File: config.mk
export PLATFORM = sky130hd
export DESIGN_NAME = ddr_init_sequencer
export DESIGN_NICKNAME = d
export VERILOG_FILES = /design/src/rtl/ddr_init_sequencer.sv
export SDC_FILE = /design/constraint.sdc
export NUM_CORES = 1
export LEC_CHECK = 0
export ABC_CLOCK_PERIOD_IN_PS = 2500
export CAP_MARGIN = 20
export CORE_AREA = 2 2 59 102
export CTS_CLUSTER_SIZE = 12
export DETAILED_ROUTE_END_ITERATION = 10
export DIE_AREA = 0 0 61 104
export MAX_ROUTING_LAYER = met4
export PLACE_DENSITY = 0.57
export SETUP_SLACK_MARGIN = 0.4
export SKIP_CTS_REPAIR_TIMING = 1
export SYNTH_ARGS = -nofsm -noshare
export SYNTH_HDL_FRONTEND = slang
export SYNTH_SLANG_ARGS = --single-unit
File: constraint.sdc
create_clock -name clk -period 2.5 [get_ports clk]
set_clock_uncertainty 0.15 [all_clocks]
set_input_delay 0.625 -clock clk [delete_from_list [all_inputs] [get_ports clk]]
set_output_delay 0.625 -clock clk [all_outputs]
set_load 0.005 [all_outputs]
File: src/rtl/ddr_init_sequencer.sv
// DDR SDRAM power-up init sequencer (ddr_clk_0 domain).
// Define DDR_INIT_RELOCK_EN to rerun the sequence when clk_ok drops after DONE.
module ddr_init_sequencer #(
    parameter int unsigned POWERUP_CYCLES = 20000,
    parameter int unsigned TRP_CYCLES     = 2,
    parameter int unsigned TMRD_CYCLES    = 2,
    parameter int unsigned TRFC_CYCLES    = 8,
    parameter int unsigned DLL_CYCLES     = 200,
    parameter logic [12:0] EMRS_VALUE     = 13'h0000,
    parameter logic [12:0] MRS_VALUE      = 13'h0022
) (
    input  logic        clk,
    input  logic        reset_n,
    input  logic        clk_ok,
    output logic        cke,
    output logic        cs_n,
    output logic        ras_n,
    output logic        cas_n,
    output logic        we_n,
    output logic [1:0]  ba,
    output logic [12:0] addr,
    output logic        init_done
);

    function automatic int unsigned at_least_one(input int unsigned v);
        return (v == 0) ? 1 : v;
    endfunction

    function automatic int unsigned umax(input int unsigned a, input int unsigned b);
        return (a > b) ? a : b;
    endfunction

    localparam int unsigned PU   = at_least_one(POWERUP_CYCLES);
    localparam int unsigned TRP  = at_least_one(TRP_CYCLES);
    localparam int unsigned TMRD = at_least_one(TMRD_CYCLES);
    localparam int unsigned TRFC = at_least_one(TRFC_CYCLES);
    localparam int unsigned TDLL = at_least_one(DLL_CYCLES);
    localparam int unsigned MAXV =
        umax(umax(umax(PU, TRP), umax(TMRD, TRFC)), TDLL);
    localparam int CW = $clog2(MAXV + 1);

    localparam logic [3:0] CMD_NOP  = 4'b0111;
    localparam logic [3:0] CMD_PRE  = 4'b0010;
    localparam logic [3:0] CMD_MRS  = 4'b0000;
    localparam logic [3:0] CMD_AREF = 4'b0001;
    localparam logic [3:0] CMD_DES  = 4'b1111;

    typedef enum logic [3:0] {
        S_WAIT_LOCK,
        S_POWERUP,
        S_CKE_ON,
        S_PRE1,
        S_EMRS,
        S_MRS_DLLRST,
        S_PRE2,
        S_AREF1,
        S_AREF2,
        S_MRS,
        S_DONE
    } state_t;

    state_t        state_q, state_d;
    logic [CW-1:0] cnt_q, cnt_d;
    logic          ok_m, ok_s;
    logic          tick, enter, lock_loss;
    logic          cke_d, done_d;
    logic [3:0]    cmd_d;
    logic [1:0]    ba_d;
    logic [12:0]   addr_d;

    // Counter holds the remaining cycles of the current state minus one.
    function automatic logic [CW-1:0] load_val(input state_t s);
        case (s)
            S_POWERUP:            load_val = CW'(PU - 1);
            S_PRE1, S_PRE2:       load_val = CW'(TRP - 1);
            S_EMRS, S_MRS_DLLRST: load_val = CW'(TMRD - 1);
            S_AREF1, S_AREF2:     load_val = CW'(TRFC - 1);
            S_MRS:                load_val = CW'(TDLL - 1);
            default:              load_val = '0;
        endcase
    endfunction

    always_ff @(posedge clk or negedge reset_n) begin
        if (!reset_n) begin
            ok_m <= 1'b0;
            ok_s <= 1'b0;
        end else begin
            ok_m <= clk_ok;
            ok_s <= ok_m;
        end
    end

    assign tick = (cnt_q == '0);

`ifdef DDR_INIT_RELOCK_EN
    assign lock_loss = !ok_s;
`else
    assign lock_loss = !ok_s && (state_q != S_DONE);
`endif

    always_comb begin
        state_d = state_q;
        unique case (state_q)
            S_WAIT_LOCK:  if (ok_s) state_d = S_POWERUP;
            S_POWERUP:    if (tick) state_d = S_CKE_ON;
            S_CKE_ON:     if (tick) state_d = S_PRE1;
            S_PRE1:       if (tick) state_d = S_EMRS;
            S_EMRS:       if (tick) state_d = S_MRS_DLLRST;
            S_MRS_DLLRST: if (tick) state_d = S_PRE2;
            S_PRE2:       if (tick) state_d = S_AREF1;
            S_AREF1:      if (tick) state_d = S_AREF2;
            S_AREF2:      if (tick) state_d = S_MRS;
            S_MRS:        if (tick) state_d = S_DONE;
            S_DONE:       state_d = S_DONE;
            default:      state_d = S_WAIT_LOCK;
        endcase
        if (lock_loss) state_d = S_WAIT_LOCK;
    end

    assign enter = (state_d != state_q);

    always_comb begin
        if (state_d == S_WAIT_LOCK || state_d == S_DONE)
            cnt_d = '0;
        else if (enter)
            cnt_d = load_val(state_d);
        else if (!tick)
            cnt_d = cnt_q - CW'(1);
        else
            cnt_d = cnt_q;
    end

    // Outputs are decoded from the next state so they line up with it.
    always_comb begin
        cke_d  = 1'b1;
        cmd_d  = CMD_NOP;
        ba_d   = 2'b00;
        addr_d = 13'h0000;
        done_d = 1'b0;
        unique case (state_d)
            S_WAIT_LOCK, S_POWERUP: begin
                cke_d = 1'b0;
                cmd_d = CMD_DES;
            end
            S_PRE1, S_PRE2: if (enter) begin
                cmd_d  = CMD_PRE;
                addr_d = 13'h0400;
            end
            S_EMRS: if (enter) begin
                cmd_d  = CMD_MRS;
                ba_d   = 2'b01;
                addr_d = EMRS_VALUE;
            end
            S_MRS_DLLRST: if (enter) begin
                cmd_d  = CMD_MRS;
                addr_d = MRS_VALUE | 13'h0100;
            end
            S_AREF1, S_AREF2: if (enter) cmd_d = CMD_AREF;
            S_MRS: if (enter) begin
                cmd_d  = CMD_MRS;
                addr_d = MRS_VALUE;
            end
            S_DONE:   done_d = 1'b1;
            default:  cke_d = 1'b1;
        endcase
    end

    always_ff @(posedge clk or negedge reset_n) begin
        if (!reset_n) begin
            state_q   <= S_WAIT_LOCK;
            cnt_q     <= '0;
            cke       <= 1'b0;
            {cs_n, ras_n, cas_n, we_n} <= CMD_DES;
            ba        <= 2'b00;
            addr      <= 13'h0000;
            init_done <= 1'b0;
        end else begin
            state_q   <= state_d;
            cnt_q     <= cnt_d;
            cke       <= cke_d;
            {cs_n, ras_n, cas_n, we_n} <= cmd_d;
            ba        <= ba_d;
            addr      <= addr_d;
            init_done <= done_d;
        end
    end

endmodule
==> results of run 1 <==
logic make-up after synthesis:
kind of cell | synth area share [%]
multiplexers | 1.605
buffers and inverters | 8.093
other | 0.2005
XOR/XNOR | 4.683
AO/OA/AOI/OAI | 16.32
adder cells (fa/ha/maj) | 0.6688
flip-flops | 41.74
AND/OR/NAND/NOR | 26.69
layout make-up:
class,instances,area share [%]
Inverter,6,0.9356
Sequential cell,31,32.54
Clock buffer,6,3.015
Clock inverter,2,0.5198
Timing Repair Buffer,36,12.73
Multi-Input combinational cell,145,46.31
Tap cell,76,3.950
report_power, final:
group	leakage [nW]	total [mW]	switching (mW)	internal, mW
sequential	0.383	0.563	0.0395	0.524
combinational	0.530	0.177	0.0940	0.0828
clock	0.0412	0.388	0.193	0.194
total	0.954	1.13	0.327	0.801
metal layers:
layer / up-vias / part of all wire [%]
li1: 761 / -
met1: 777 / 36
met2: 44 / 57
met3: 14 / 2.9
met4: 0 / 3.8
met5: - / 0
final timing paths:
path / depth (start not counted) / end / startpoint
max: 6 / cnt_q[14]$_DFFE_PN0P_ / cnt_q[0]$_DFFE_PN0P_
min: 0 / ok_s$_DFF_PN0_ / ok_m$_DFF_PN0_
max reg2reg: 6 / cnt_q[14]$_DFFE_PN0P_ / cnt_q[0]$_DFFE_PN0P_
min reg2reg: 0 / ok_s$_DFF_PN0_ / ok_m$_DFF_PN0_
max in group asynchronous: 2 / we_n$_DFF_PN1_ / reset_n
min in group asynchronous: 2 / ok_m$_DFF_PN0_ / reset_n
critical path, stage by stage (launching register included):
cell and delay, ns:
dfrtp_1 0.42, inv_2 0.09, ha_4 0.15, or4b_4 0.50, or4b_4 0.58, xor2_2 0.16, a22oi_2 0.14
cells in the final DEF, fill, tap and decap left out, types with 3 or more instances in the layout:
cell	n
dfrtp_1	25
buf_4	22
nor2_1	15
clkdlybuf4s50_1	13
conb_1	10
xnor2_1	9
nand2b_1	8
nand2_1	8
a21oi_1	8
a22oi_1	6
nor4_1	5
inv_1	5
clkbuf_8	5
nand4_1	4
nor3_1	4
dfstp_2	4
mux2i_1	3
nor4_4	3
nor4b_1	3
nor3_2	3
nand3_1	3
per-stage QoR:
step | instances | hold slack [ns]
global placement | 284 | 0.1854
global route | 302 | 0.2065
finish | 302 | 0.1981
detailed placement | 284 | 0.1856
CTS | 292 | 0.2030
floorplan | 205 | 0.1794
==> out/metrics.yaml, run 1 <==
status:
  status: "completed"
route:
  via_per_inst: 5.285
  dr.pass1.iters: 4
  vias: 1596
  drc: 0
  drt_iter0_drc: 56
  antenna_left: 0
  avgRoutedWirePerCell_um: 16.45
  finalWirelength_um: 4968
critical_path:
  r2r_setup_slack_ns: 0.24
  path_max_fanout: 5
  cp_data_arrival_time_ns: 2.32
  crit_type: "register to register"
  cp-start-kind: "register"
  cp.required_ns: 2.56
  endpoint_kind: "register"
placement:
  place_congestion: 0.8047
  io_buffers: 13
  hpwlAfterDp_um: 3415
  dpl-instance-area_mm2: 0.002105
  dp_worst_setup_slack_ns: 0.2482
die:
  initial_core_util_pct: 33.76
  rows: 36
  io_pins: 24
  die-area_mm2: 0.006344
  dieWidth_um: 61
  fp.dieH_um: 104
  core-area_mm2: 0.005540
global_routing:
  use_met2_pct: 27.34
  grt_pass1_vias: 1524
  track_usage_pct: 16.89
  antenna_found_initial: 0
  overflow: 0
  use_met1_pct: 19.38
  met3_usage_pct: 2.239
  grt.busiest_layer: "met2"
  grt_pass1_wl_um: 7693
  grt_max_degree: 32
sta:
  rsz0062_at_grt: "yes"
  period_needed_ns: 2.259
  period_share_pct: 90.38
  maxSlewHeadroom_pct: 60.07
  hold_viol: 0
  slew_violations: 0
  setup_tns_ns: 0
  worstMarginPinSlew_ns: 0.5943
  setup_ws_ns: 0.2406
  fmax_ghz: 0.4426
  setup_viol: 0
cells_and_area:
  largest_register_ff_count: 15
  layout-drive-gt1-share_pct: 27.88
  syn2layout_area_growth_pct: 28.70
  largest_register: "cnt_q"
  seq_area_um2: 783.3
  reg.largest.list: "cnt_q: 15 flops, state_q: 4 flops, addr: 3 flops"
  final_core_util_pct: 43.45
  fillers: 530
  multi_input_area_mm2: 0.001115
  diodes: 0
  design_area_mm2: 0.002407
  layout.nets: 229
yosys:
  synthCells: 196
  synth_cell_types: 57
  synth_area_per_cell_um2: 9.544
  yosysWarnings: 0
  postSynth.asyncResetShare_pct: 100.0
  synth_top_area_cell: "dfrtp_1"
  synth.top_cells.by_count: "27 x dfrtp_1, 16 x nor2_1, 11 x buf_4, 10 x clkbuf_1"
  syn_area_mm2: 0.001871
  ys_ff_latch: 31
  synth-seq-area-share_pct: 41.74
  synth_area_leaders: "dfrtp_1 36%, dfstp_2 5.6%, buf_4 4.4%"
  synth_most_common_cell: "dfrtp_1"
  synth_edf_count: 0
  yosysTopAreaCellShare_pct: 36.12
  synth_flop_cell: "dfrtp_1"
run:
  cap_violations: 0
clock_network:
  cts_tree: "yes"
  clockBufferDepth: 2
  numCtsBuffers: 5
  clock_tree.root_cell: "clkbuf_8"
  h-tree-depth: 2
  clk_latency_ns: 0.28
  clkSinkCount: 31
  clk_pin_slew_worst_paths_ns: 0.07
power:
  power.density_mw_per_mm2: 468.5
  finalPower_mw: 1.128
  ir_drop_mv: 0.2451
  leakagePower_nw: 0.9544
hold_path:
  min_path_type: "register to register"
Note: power is estimated with default switching activity, not from simulation.
==> run 2, diff against run 1 <==
--- a/config.mk
+++ b/config.mk
@@ -5,14 +5,15 @@
 export SDC_FILE = /design/constraint.sdc
 export NUM_CORES = 1
 export LEC_CHECK = 0
-export ABC_CLOCK_PERIOD_IN_PS = 2500
+export ABC_AREA = 1
+export ABC_CLOCK_PERIOD_IN_PS = 2350
 export CAP_MARGIN = 20
-export CORE_AREA = 2 2 59 102
+export CORE_AREA = 2 2 58 102
 export CTS_CLUSTER_SIZE = 12
 export DETAILED_ROUTE_END_ITERATION = 10
-export DIE_AREA = 0 0 61 104
+export DIE_AREA = 0 0 60 104
 export MAX_ROUTING_LAYER = met4
-export PLACE_DENSITY = 0.57
+export PLACE_DENSITY = 0.58
 export SETUP_SLACK_MARGIN = 0.4
 export SKIP_CTS_REPAIR_TIMING = 1
 export SYNTH_ARGS = -nofsm -noshare
==> constraint.sdc (replaced) <==
create_clock -name clk -period 2.35 [get_ports clk]
set_clock_uncertainty 0.15 [all_clocks]
set_input_delay 0.5875 -clock clk [delete_from_list [all_inputs] [get_ports clk]]
set_output_delay 0.5875 -clock clk [all_outputs]
set_load 0.005 [all_outputs]
==> run 2 against run 1 <==
Clock power grew 18%. Worst setup slack got worse by 0.0038 ns. Count of clock-buffer cells in the layout rose by 2. Wire length down 7.7%. Critical path depth increased by 8. Fmax grew 6.9%. Flip-flop and latch count did not move. Via count up 3.0%. First-iteration DRC count is 32% lower. Area after synthesis is 1.2% lower. Critical endpoint is now cnt_q[7]$_DFFE_PN0P_. Largest power group is now combinational cells.
==> out/metrics.yaml, run 2 <==
sta:
  fmax_ghz: 0.4732  # +6.9%
  rsz0062_at_grt: "yes"
  setup_viol: 0  # unchanged
  setup_tns_ns: 0  # unchanged
  slew_violations: 0  # unchanged
  period_share_pct: 89.92  # -0.45 points
  hold_viol: 0  # unchanged
  period_needed_ns: 2.113  # -0.1462 ns
global_routing:
  track_usage_pct: 15.84  # -1.0 points
  grt_pass1_wl_um: 7141  # -7.2%
  overflow: 0  # unchanged
  grt_max_degree: 32  # unchanged
  grt_pass1_vias: 1565  # +2.7%
  antenna_found_initial: 0  # unchanged
route:
  dr.pass1.iters: 5  # +1
  drc: 0  # unchanged
  finalWirelength_um: 4586  # -7.7%
  vias: 1644  # +3.0%
  via_per_inst: 4.644  # -12%
  avgRoutedWirePerCell_um: 12.95  # -21%
  drt_iter0_drc: 38  # -32%
  antenna_left: 0  # unchanged
placement:
  dpl.cell_count: 332  # +17%
  hpwlAfterDp_um: 3405  # -0.28%
  place_congestion: 0.8884  # +10%
  io_buffers: 13  # unchanged
cells_and_area:
  diodes: 0  # unchanged
  final_common_cell: "nor2_1"
  largest_register_ff_count: 15  # unchanged
  reg.largest.list: "cnt_q: 15 flops, state_q: 4 flops, addr: 3 flops"
  layout-drive-gt1-share_pct: 38.85  # +11 points
  syn2layout_area_growth_pct: 33.58
  largest_register: "cnt_q"
  layout.nets: 281  # +23%
  fillers: 548  # +3.4%
  stdcell_count: 354  # +17%
  final_core_util_pct: 45.29  # +1.8 points
  mostFrequentLayoutCells: "33 x nor2_1, 32 x nand2_1, 23 x dfrtp_1"
die:
  die-area_mm2: 0.006240  # -1.6%
  rows: 36  # unchanged
  io_pins: 24  # unchanged
  dieWidth_um: 60  # -1.6%
  fp.dieH_um: 104  # unchanged
  core-area_mm2: 0.005450  # -1.6%
  initial_core_util_pct: 33.91  # +0.14 points
clock_network:
  clk_latency_ns: 0.28  # about the same
  numCtsBuffers: 5  # unchanged
  clk_pin_slew_worst_paths_ns: 0.07  # about the same
  clockBufferDepth: 2  # unchanged
  cts_tree: "yes"
  clock_tree.root_cell: "clkbuf_8"
  h-tree-depth: 2  # unchanged
  clkSinkCount: 31  # unchanged
yosys:
  synth-seq-area-share_pct: 42.25  # +0.51 points
  synth_top_area_cell: "dfrtp_1"
  ys_ff_latch: 31  # unchanged
  synth_area_per_cell_um2: 7.765  # -19%
  yosysWarnings: 0  # unchanged
  syn_area_mm2: 0.001848  # -1.2%
  synth_edf_count: 0  # unchanged
  synth_cell_types: 29  # -49%
  postSynth.asyncResetShare_pct: 100.0  # unchanged
  synth_area_leaders: "dfrtp_1 37%, nand2_1 9.5%, nor2_1 8.5%"
  synth_flop_cell: "dfrtp_1"
  yosysTopAreaCellShare_pct: 36.56  # +0.44 points
  synthCells: 238  # +21%
  synth.top_cells.by_count: "47 x nand2_1, 42 x nor2_1, 27 x dfrtp_1, 24 x inv_1, 13 x nand3_1"
  synth_most_common_cell: "nand2_1"
status:
  status: "completed"
hold_path:
  min_path_type: "register to register"
critical_path:
  path_max_fanout: 5  # unchanged
  r2r_setup_slack_ns: 0.24  # about the same
  cp.required_ns: 2.42  # -0.14 ns
  crit_type: "register to register"
  cp_data_arrival_time_ns: 2.18  # -0.14 ns
  cp-start-kind: "register"
  endpoint_kind: "register"
power:
  power.density_mw_per_mm2: 1354  # +190%
  ir_drop_mv: 0.6182  # +150%
  leakagePower_nw: 1.224  # +28%
  finalPower_mw: 3.343  # +200%
run:
  cap_violations: 0  # unchanged
-- run 2: changes by cell type after synthesis, sizes merged, moves of 5 or more --
cell	previous run	this run
nor2	16	49
clkbuf	10	0
nand2	10	61
nand3	3	14
nor4	9	0
xnor2	9	4
inv	6	27
nand2b	8	0
a22oi	7	0
-- run 2: routing by layer --
layer / global-route usage, % / routed length [um] / vias up
li1: - / - / 800
met1: 15.07 / 1534 / 783
met2: 29.19 / 2786 / 48
met3: 2.612 / 157 / 13
met4: 6.984 / 107 / 0
met5: - / 0 / -
-- run 2: cell families (layout without fill, tap and decap cells) --
family | count (synthesis) | count (layout) | synth area share [%]
buffers and inverters | 40 | 71 | 10.83
AO/OA/AOI/OAI | 17 | 17 | 6.838
XOR/XNOR | 9 | 9 | 4.265
AND/OR/NAND/NOR | 139 | 139 | 34.93
flip-flops | 31 | 31 | 42.25
adder cells (fa/ha/maj) | 1 | 1 | 0.6769
other | 1 | 10 | 0.2029
-- run 2: worst max-delay path, cell delays in order, from the launching register on --
cell and delay, ns:
dfrtp_1 0.41, nor2_2 0.15, nand2_2 0.09, nor2_4 0.16, nand2_2 0.10, nand3_2 0.11, nand2_4 0.07, buf_4 0.14
inv_1 0.05, nand3_1 0.11, inv_2 0.10, nand2_1 0.12, nand2_4 0.11, nand2_4 0.06, nor2_2 0.10
-- run 2: path summary, 6_finish.rpt --
| check | start | end | depth (start not counted) |
|---|---|---|---|
| max | cnt_q[4]$_DFFE_PN0P_ | cnt_q[7]$_DFFE_PN0P_ | 14 |
| min | ok_m$_DFF_PN0_ | ok_s$_DFF_PN0_ | 0 |
| max in group asynchronous | reset_n | cas_n$_DFF_PN1_ | 2 |
| min in group asynchronous | reset_n | cnt_q[10]$_DFFE_PN0P_ | 2 |
| max reg2reg | cnt_q[4]$_DFFE_PN0P_ | cnt_q[7]$_DFFE_PN0P_ | 14 |
| min reg2reg | ok_m$_DFF_PN0_ | ok_s$_DFF_PN0_ | 0 |
-- run 2: area by class of cell --
class | instances | area, um^2 | share of cell area [%]
Clock buffer | 8 | 100.1 | 4.055
Multi-Input combinational cell | 176 | 1065 | 43.13
Timing Repair Buffer | 35 | 316.6 | 12.82
Sequential cell | 31 | 785.8 | 31.83
Tap cell | 76 | 95.09 | 3.852
Inverter | 28 | 106.4 | 4.308
-- run 2: power by group --
| part | switching (mW) | total (mW) | internal (mW) | leakage, nW |
|---|---|---|---|---|
| Clock | 0.191 | 0.458 | 0.267 | 0.0515 |
| Combinational | 1.16 | 2.06 | 0.897 | 0.775 |
| Sequential | 0.136 | 0.828 | 0.693 | 0.397 |
-- run 2: per-stage QoR --
| step | hold slack (ns) | setup slack [ns] | instance area (um^2) |
|---|---|---|---|
| after floorplan | 0.1419 | 0.4030 | 1907 |
| after global placement | 0.1877 | 0.1576 | 2098 |
| after detailed placement | 0.1911 | 0.1512 | 2098 |
| after CTS | 0.2045 | 0.1404 | 2198 |
| after global routing | 0.2164 | 0.1038 | 2469 |
| final | 0.1993 | 0.2368 | 2469 |
